--- src/rtl/i2s_wavetable_voice_if.sv ---
// rtl/i2s_wavetable_voice_if.sv - wavetable ROM read bus between the voice and its table memory
//
// tableAddr    : ROM address, driven by the voice
// tableReadEn  : one-cycle read strobe, driven by the voice
// tableData    : signed sample, driven by the ROM a fixed number of cycles after the strobe
interface i2s_wavetable_voice_if #(
  parameter int SAMPLE_WIDTH     = 16,
  parameter int TABLE_ADDR_WIDTH = 8
) ();
  logic [TABLE_ADDR_WIDTH-1:0] tableAddr;
  logic                        tableReadEn;
  logic [SAMPLE_WIDTH-1:0]     tableData;

  modport master (output tableAddr, output tableReadEn, input tableData);
  modport slave  (input tableAddr, input tableReadEn, output tableData);
endinterface

--- src/rtl/i2s_wavetable_voice.sv ---
// rtl/i2s_wavetable_voice.sv - single wavetable voice with left/right gain and an I2S serialiser
//
// CLOCK_50           : system clock, rising edge
// RESET_N            : asynchronous active-low reset
// isNoteOn           : note gate, 1 = held
// noteSampleTicks    : clock cycles per table step, minus 1
// leftGain/rightGain : unsigned channel gains, 256 = unity scale
// rom                : wavetable ROM read bus (master side)
// i2sBitClock        : I2S BCLK
// i2sSoundData       : I2S SDATA, MSB first
// i2sLeftRightSelect : I2S LRCK, 0 = left word
// isVoiceActive      : voice audible in the current frame
// frameStrobe        : one-cycle pulse at each frame boundary
module i2s_wavetable_voice #(
  parameter int SAMPLE_WIDTH     = 16,
  parameter int TABLE_ADDR_WIDTH = 8,
  parameter int TICK_WIDTH       = 24,
  parameter int I2S_DIV          = 18,
  parameter int ROM_LATENCY      = 1
) (
  input  logic                  CLOCK_50,
  input  logic                  RESET_N,
  input  logic                  isNoteOn,
  input  logic [TICK_WIDTH-1:0] noteSampleTicks,
  input  logic [7:0]            leftGain,
  input  logic [7:0]            rightGain,
  i2s_wavetable_voice_if.master rom,
  output logic                  i2sBitClock,
  output logic                  i2sSoundData,
  output logic                  i2sLeftRightSelect,
  output logic                  isVoiceActive,
  output logic                  frameStrobe
);
  localparam int DIV_W = $clog2(I2S_DIV + 2);
  localparam int BIT_W = $clog2(SAMPLE_WIDTH);
  localparam logic [DIV_W-1:0] DIV_LAST = DIV_W'(I2S_DIV);
  localparam logic [BIT_W-1:0] BIT_LAST = BIT_W'(SAMPLE_WIDTH - 1);

  logic [DIV_W-1:0]            div_cnt;
  logic [BIT_W-1:0]            bit_cnt;
  logic [SAMPLE_WIDTH-1:0]     shadow_left, shadow_right;
  logic [SAMPLE_WIDTH-1:0]     pending_left, pending_right;
  logic                        pending_active;
  logic [TICK_WIDTH-1:0]       tick_cnt;
  logic [TABLE_ADDR_WIDTH-1:0] phase_idx, table_addr;
  logic                        playing, table_rd;
  logic [ROM_LATENCY-1:0]      rd_pipe;

  logic                        bclk_toggle, bclk_fall, word_done, frame_evt, step_evt, capture;
  logic [SAMPLE_WIDTH-1:0]     cur_word;
  logic signed [SAMPLE_WIDTH+8:0] prod_left, prod_right;

  always_comb begin
    bclk_toggle = (div_cnt == DIV_LAST);
    bclk_fall   = bclk_toggle & i2sBitClock;
    word_done   = bclk_fall & (bit_cnt == '0);
    // The LRCK 1->0 toggle (end of the right word) is the frame boundary.
    frame_evt   = word_done & i2sLeftRightSelect;
    step_evt    = (tick_cnt >= noteSampleTicks);
    capture     = rd_pipe[ROM_LATENCY-1];
    cur_word    = i2sLeftRightSelect ? shadow_right : shadow_left;
    // Zero-extended gain keeps the multiply signed without flipping large gains negative.
    prod_left   = $signed(rom.tableData) * $signed({1'b0, leftGain});
    prod_right  = $signed(rom.tableData) * $signed({1'b0, rightGain});
  end

  assign rom.tableAddr   = table_addr;
  assign rom.tableReadEn = table_rd;

  // Bit clock divider, serialiser and frame boundary handling.
  always_ff @(posedge CLOCK_50 or negedge RESET_N) begin
    if (!RESET_N) begin
      div_cnt            <= '0;
      i2sBitClock        <= 1'b0;
      i2sSoundData       <= 1'b0;
      i2sLeftRightSelect <= 1'b0;
      bit_cnt            <= BIT_LAST;
      shadow_left        <= '0;
      shadow_right       <= '0;
      isVoiceActive      <= 1'b0;
      frameStrobe        <= 1'b0;
      table_rd           <= 1'b0;
      table_addr         <= '0;
    end else begin
      frameStrobe <= frame_evt;
      table_rd    <= frame_evt;
      if (bclk_toggle) begin
        div_cnt     <= '0;
        i2sBitClock <= ~i2sBitClock;
      end else begin
        div_cnt <= div_cnt + DIV_W'(1);
      end
      if (bclk_fall) begin
        i2sSoundData <= isVoiceActive & cur_word[bit_cnt];
        if (bit_cnt == '0) begin
          // LRCK changes together with the last bit of the word (one bit early).
          i2sLeftRightSelect <= ~i2sLeftRightSelect;
          bit_cnt            <= BIT_LAST;
        end else begin
          bit_cnt <= bit_cnt - BIT_W'(1);
        end
      end
      if (frame_evt) begin
        shadow_left   <= pending_left;
        shadow_right  <= pending_right;
        isVoiceActive <= pending_active;
        table_addr    <= phase_idx;
      end
    end
  end

  // ROM return path: fixed-latency capture and gain scaling.
  always_ff @(posedge CLOCK_50 or negedge RESET_N) begin
    if (!RESET_N) begin
      rd_pipe        <= '0;
      pending_left   <= '0;
      pending_right  <= '0;
      pending_active <= 1'b0;
    end else begin
      rd_pipe <= (rd_pipe << 1) | ROM_LATENCY'(table_rd);
      if (capture) begin
        pending_left   <= SAMPLE_WIDTH'(prod_left >>> 8);
        pending_right  <= SAMPLE_WIDTH'(prod_right >>> 8);
        pending_active <= playing;
      end
    end
  end

  // Phase stepping. Releasing the gate keeps the voice running until the
  // index wraps to 0 so the note ends on a table boundary without a click.
  always_ff @(posedge CLOCK_50 or negedge RESET_N) begin
    if (!RESET_N) begin
      tick_cnt  <= '0;
      phase_idx <= '0;
      playing   <= 1'b0;
    end else if (step_evt) begin
      tick_cnt  <= '0;
      phase_idx <= playing ? phase_idx + TABLE_ADDR_WIDTH'(1) : '0;
      if (isNoteOn) begin
        playing <= 1'b1;
      end else if (phase_idx == '0) begin
        playing <= 1'b0;
      end
    end else begin
      tick_cnt <= tick_cnt + TICK_WIDTH'(1);
    end
  end
endmodule

--- src/flat_wrapper.sv ---
// flat-port wrapper written by rule: the top's interface ports become plain ports
module i2s_wavetable_voice_flat 
#(
  parameter int SAMPLE_WIDTH     = 16,
  parameter int TABLE_ADDR_WIDTH = 8,
  parameter int TICK_WIDTH       = 24,
  parameter int I2S_DIV          = 18,
  parameter int ROM_LATENCY      = 1
)
  (CLOCK_50, RESET_N, isNoteOn, noteSampleTicks, leftGain, rightGain, i2sBitClock, i2sSoundData, i2sLeftRightSelect, isVoiceActive, frameStrobe, rom_tableAddr, rom_tableReadEn, rom_tableData);
  i2s_wavetable_voice_if #(.SAMPLE_WIDTH(SAMPLE_WIDTH), .TABLE_ADDR_WIDTH(TABLE_ADDR_WIDTH)) rom_i ();
  input  logic CLOCK_50;
  input  logic RESET_N;
  input  logic isNoteOn;
  input  logic [TICK_WIDTH-1:0] noteSampleTicks;
  input  logic [7:0] leftGain;
  input  logic [7:0] rightGain;
  output logic i2sBitClock;
  output logic i2sSoundData;
  output logic i2sLeftRightSelect;
  output logic isVoiceActive;
  output logic frameStrobe;
  output wire logic [$bits(rom_i.tableAddr)-1:0] rom_tableAddr;
  output wire logic [$bits(rom_i.tableReadEn)-1:0] rom_tableReadEn;
  input wire logic [$bits(rom_i.tableData)-1:0] rom_tableData;
  assign rom_tableAddr = rom_i.tableAddr;
  assign rom_tableReadEn = rom_i.tableReadEn;
  assign rom_i.tableData = rom_tableData;
  i2s_wavetable_voice #(.SAMPLE_WIDTH(SAMPLE_WIDTH), .TABLE_ADDR_WIDTH(TABLE_ADDR_WIDTH), .TICK_WIDTH(TICK_WIDTH), .I2S_DIV(I2S_DIV), .ROM_LATENCY(ROM_LATENCY)) u_core (.CLOCK_50(CLOCK_50), .RESET_N(RESET_N), .isNoteOn(isNoteOn), .noteSampleTicks(noteSampleTicks), .leftGain(leftGain), .rightGain(rightGain), .rom(rom_i), .i2sBitClock(i2sBitClock), .i2sSoundData(i2sSoundData), .i2sLeftRightSelect(i2sLeftRightSelect), .isVoiceActive(isVoiceActive), .frameStrobe(frameStrobe));
endmodule
--- config.mk ---
export PLATFORM = sky130hd
export DESIGN_NAME = i2s_wavetable_voice_flat
export DESIGN_NICKNAME = d
export VERILOG_FILES = /design/src/rtl/i2s_wavetable_voice_if.sv /design/src/rtl/i2s_wavetable_voice.sv /design/src/flat_wrapper.sv
export SDC_FILE = /design/constraint.sdc
export NUM_CORES = 1
export LEC_CHECK = 0
export ABC_AREA = 1
export CAP_MARGIN = 20
export CORE_UTILIZATION = 50
export DETAILED_ROUTE_END_ITERATION = 7
export PLACE_DENSITY_LB_ADDON = 0.3
export SLEW_MARGIN = 20
export SYNTH_ARGS = -nofsm -noshare
export SYNTH_HDL_FRONTEND = slang
export SYNTH_SLANG_ARGS = --single-unit
--- constraint.sdc ---
create_clock -name CLOCK_50 -period 5.2 [get_ports CLOCK_50]
set_input_delay 0.78 -clock CLOCK_50 [delete_from_list [all_inputs] [get_ports CLOCK_50]]
set_output_delay 0.78 -clock CLOCK_50 [all_outputs]
set_load 0.005 [all_outputs]
* After elaboration in Yosys (flattened, before gate mapping)
Cells that the tools add are included.
W data, S select, Z words.
** Storage, ports and cells
- Register bits :: 121
- Input bits :: 59
- Output and inout bits :: 14
- Logic and storage cells :: 46
** Operators by class
- Equal/unequal tests :: 1
- Add/subtract/negate cells :: 4
- Bitwise logic cells :: 6
- Magnitude comparators :: 2
- Reduce and logical (&&, ||, !) cells :: 5
- $mul :: 2
- Multiplexer cells :: 9
** Operator list (number)
- $mul A16 B9 Y24 :: 2
- $add A24 B1 Y24 const B :: 1
- $ge A24 B24 Y1 :: 1
- $mux W24 :: 1
- $mux W16 :: 1
- $add A8 B1 Y8 const B :: 1
- $logic_not A8 Y1 :: 1
- $mux W8 :: 1
- $add A5 B1 Y5 const B :: 1
- $eq A5 B5 Y1 const B :: 1
- $lt A4 B5 Y1 const B :: 1
- $mux W5 :: 1
- $and A1 B1 Y1 :: 4
- $bmux W1 S4 :: 1
- $logic_not A4 Y1 :: 1
- $mux W4 :: 1
- $reduce_and A2 Y1 :: 2
- $sub A4 B1 Y4 const B :: 1
- $mux W1 :: 3
- $not A1 Y1 :: 2
- $reduce_bool A2 Y1 :: 1

* Logic depth before layout (Yosys ltp)
Gate-level depths: netlist of run 1.
- Word-level depth :: 4
- Gate-level depth with buffers :: 24
- Depth with buffers taken out :: 22

* Least setup slack after synthesis of run 1
No wires, ideal clock.
- Path type :: in2reg
- Start point :: input port rom_tableData[15]
- End point :: register u_core.pending_left[14]
- Setup slack :: 183 ps
- Arrival :: 4900 ps
- Data required time :: 5082 ps
- Stages on the path :: 19
- Buffers on the path :: 2
- Setup time :: 118 ps
- Cells stage by stage :: clkbuf_1 > clkbuf_1 > nand2_1 > fa_1 > inv_1 > fa_1 > inv_1 > fa_1 > fa_1 > inv_1 > ha_1 > inv_1 > nor3_1 > and2_1 > nand3_1 > nand3_1 > nand2_1 > nand3_1 > nand2_1
** Between the ends
- Word-level cells in the longest chain between the ends :: 1
** RTL lines
- from (decl) :: RTL line flat_wrapper.sv:25 : input wire logic [$bits(rom_i.tableData)-1:0] rom_tableData;
- $mul A16 B9 Y24 :: RTL line i2s_wavetable_voice.sv:63 : prod_left = $signed(rom.tableData) * $signed({1'b0, leftGain});
- to (signal assigned) :: RTL line i2s_wavetable_voice.sv:122 : pending_left <= SAMPLE_WIDTH'(prod_left >>> 8);
- to (decl) :: RTL line i2s_wavetable_voice.sv:42 : logic [SAMPLE_WIDTH-1:0] pending_left, pending_right;
No other way between the ends.
A chain may end at the register's enable or synchronous reset.

* Worst setup path after layout of run 1
- Start point :: input port leftGain[0]
- End point :: register u_core.pending_left[9]
** Between the ends
- Word-level cells in the longest chain between the ends :: 1
** RTL lines
- from (decl) :: RTL line flat_wrapper.sv:16 : input logic [7:0] leftGain;
- $mul A16 B9 Y24 :: RTL line i2s_wavetable_voice.sv:63
No other way between the ends.

==> results of run 1 <==
## sequential cells by signal (all words and copies together) (netlist names), 4 cells and up
| name | count |
|---|---|
| u_core.tick_cnt | 24 |
| u_core.shadow_left | 16 |
| u_core.bit_cnt | 4 |
| u_core.div_cnt | 5 |
| u_core.phase_idx | 8 |
| u_core.pending_left | 16 |
| u_core.shadow_right | 16 |
| u_core.rom.tableAddr | 8 |
| u_core.pending_right | 16 |
## per-stage QoR
| stage | total power, W | instance area, um^2 | utilization (%) |
|---|---|---|---|
| 5_1_grt | 0.00897 | 18300 | 59.8 |
| 2_1_floorplan | 0.00466 | 15600 | - |
| 6_report | 0.00810 | 18300 | 59.8 |
| 3_5_place_dp | 0.00694 | 17800 | 57.9 |
| 3_3_place_gp | 0.00682 | 17800 | 57.9 |
| 4_1_cts | 0.00811 | 18300 | 59.8 |
## layout make-up
class / instances / area (um^2)
clock inverters: 15 / 154
repair buffers: 232 / 2020
well taps: 396 / 495
multi-input cells: 1375 / 10200
fillers: 2762 / 12300
flip-flops and latches: 121 / 3030
inverters: 533 / 2000
clock buffers: 17 / 425
## metal layers
| metal | GRT usage, % | vias to the layer above | part of all wire [%] |
|---|---|---|---|
| met5 | 0 | - | 0 |
| met4 | 6.25 | 0 | 1.8 |
| met3 | 2.01 | 44 | 4.3 |
| met2 | 41.5 | 295 | 47 |
| met1 | 32.4 | 6166 | 47 |
| li1 | - | 6558 | - |
## power groups by stage
stage / Combinational (W) / Sequential (W) / Clock (W)
2_1_floorplan: 0.00356 / 0.00110 / 0
3_3_place_gp: 0.00570 / 0.00112 / 0
3_5_place_dp: 0.00581 / 0.00113 / 0
4_1_cts: 0.00584 / 0.00111 / 0.00117
5_1_grt: 0.00664 / 0.00112 / 0.00121
6_report: 0.00584 / 0.00111 / 0.00114
## synth_stat cells (19+ instances only)
cell type	count	share of area, %
xor2_1	20	1.1
o21ai_0	68	2.2
a21oi_1	54	1.7
nor3_1	25	0.80
ha_1	117	9.4
nand4_1	23	0.92
nand2_1	599	14
fa_1	198	25
nand3_1	67	2.1
inv_1	531	13
clkbuf_1	70	1.7
dfrtp_1	117	19
xnor2_1	19	1.1
nor2_1	120	2.9
## worst max-delay path: stages
cell and delay [ns]:
clkdlybuf4s50_1 0.56, buf_4 0.18, nand2_1 0.08, fa_1 0.55, inv_1 0.06, fa_1 0.48, fa_1 0.55, inv_1 0.05
fa_1 0.47, inv_1 0.04, ha_1 0.30, nand2_1 0.08, inv_1 0.07, nand3_1 0.10, o21bai_1 0.32, nand3_1 0.15
nand2_1 0.08, nand2_1 0.05, nand3_1 0.13, o21ai_0 0.10
## cells by family after synthesis
| family | share of synthesized area [%] |
|---|---|
| xor+xnor | 2.19 |
| buf+inv | 15.2 |
| flops | 19.4 |
| compound gates | 5.82 |
| fa+ha+maj | 34.8 |
| simple gates | 22.6 |
## worst paths after layout
check / slack [ns] / endpoint / cells after the start / start
min: 0.39 / u_core.div_cnt[2] / 1 / RESET_N
max reg2reg: 2.39 / u_core.shadow_left[13] / 5 / u_core.i2sLeftRightSelect
min in group CLOCK_50: 0.42 / u_core.capture / 0 / u_core.frameStrobe
min reg2reg: 0.42 / u_core.capture / 0 / u_core.frameStrobe
max in group asynchronous: 3.81 / u_core.bit_cnt[2] / 2 / RESET_N
max: 0.29 / u_core.pending_left[9] / 20 / leftGain[0]
==> impl_results.md, run 1 <==
* Status: finished, final reports clean
* Setup TNS Final at 0 ns
* 1st-pass router iterations at 6
* Register area share after synthesis at 19.4%
* Residual DRC at 0
* Prevailing post-synth register cell: dfrtp_1
* Gr usage total at between 20% and 30%
* Per-cell routed wire length at approximately 13 um
* H-tree levels at 4
* Net Switching at roughly 0.0037 W
* Largest net degree at the start of global routing at 80
* PortBufs at between 70 and 80
* Antenna violations before repair at 0
* Die width at 179 um
* Crit path kind: primary input to register
* Syn Nets at around 2.5k
* Ant. Diodes at 0
* Type of the worst min-delay path: primary input to async pin
* Clock sink count at about 120
* Crit start category: primary input
* Sw Share at around 46%
* Min cycle time layout at between 4 and 5 ns
* Row Count at 64
* Worst VDD drop at around 0.23 mV
* Highest clock rate at 204 MHz
* Die Ht at 179 um
* ANT nets after route at 0
* Slew Viols, Final at 0
* DR iter-0 viols at between 700 and 800
* Yosys reg bits at 121
* Fin crit share at between 90% and 100%
* EDFF count, synth at 0
* P_int at 0.00436 W
* TritonCTS clock tree: yes
* Unique masters post-synth at 38
* Initial Utilization at approximately half
* Warnings, synthesis at 0
* Clock latency on the worst-skew pair at between 0.4 and 0.5 ns
* Logic pwr share at between 70 and 80%
* Total grt overflow at 0
* Setup Fix Bufs, Post-CTS at 0
* Mapped Area at around 16000 um^2
* Final hold vios at 0
* Root Buffer: clkbuf_16
* P&R area growth vs syn at 17.5%
* Final Non-Filler Cells at around 2.7k
* Post-DR vias/cell at roughly 4.9
* Async SR Flop Fraction at 100%
* Nets at about 2.7k
* Gpl congestion at approximately 0.9
* Clk slew on worst S/H paths at 0.06 ns
* CP required at 5.48 ns
* I/O Pins at between 70 and 80
* Worst EP arrival at 5.19 ns
* Mapped Cells at 2112
* Placed Cells at 2657
* Static leakage at around 11 nW
* Avg Synthesized Cell Area at 7.39 um^2
* Post-cts sizing count at 0
* Vias in the first global route at 13.4k
* Dpl ws at -0.206 ns
* Slew margin rel. at 32.2%
* Post-Route WL at between 30000 and 40000 um
* Final Skew at between 0.01 and 0.015 ns
* Worst setup EP type: register
* Inserted Clock Buffers at 17
* Commonest non-fill, non-tap cell in the layout: nand2_1
* Most frequent cells in the layout: nand2_1 (599), inv_1 (531), fa_1 (198)
* Cts-stage hold buffer count at 0
* Measured slew at the worst slew-check pin at slightly above 1 ns
* Seq pwr share at 13.7%
* Clock share of power at around 14%
* DP HPWL at between 20000 and 30000 um
* CP max FO at 5
* Clk buf depth at 2
* Final WS setup at between 0.2 and 0.3 ns
* Core area at 30700 um^2
* RSZ-0062 raised after global routing: false
* Hold slack at 0.394 ns
* Setup Viol. Count Final at 0
* Max-capacitance violation count at 0
* First-pass GRT wire length at 61400 um
* Vias at between 10k and 15k
* Layout cell share with drive strength beyond 1 at 9.94%
* Total power density per cell area at between 400 and 500 nW/um^2
* Full die area at between 30000 and 40000 um^2
No activity file was read; power rests on OpenSTA's default activity.
==> run 2: changes to the inputs <==
Settings changed: CTS_CLUSTER_DIAMETER set to 80, HOLD_SLACK_MARGIN set to 0.06.
==> results of run 2 <==
No change in the layout: final DEF, timing and power equal those of run 1.
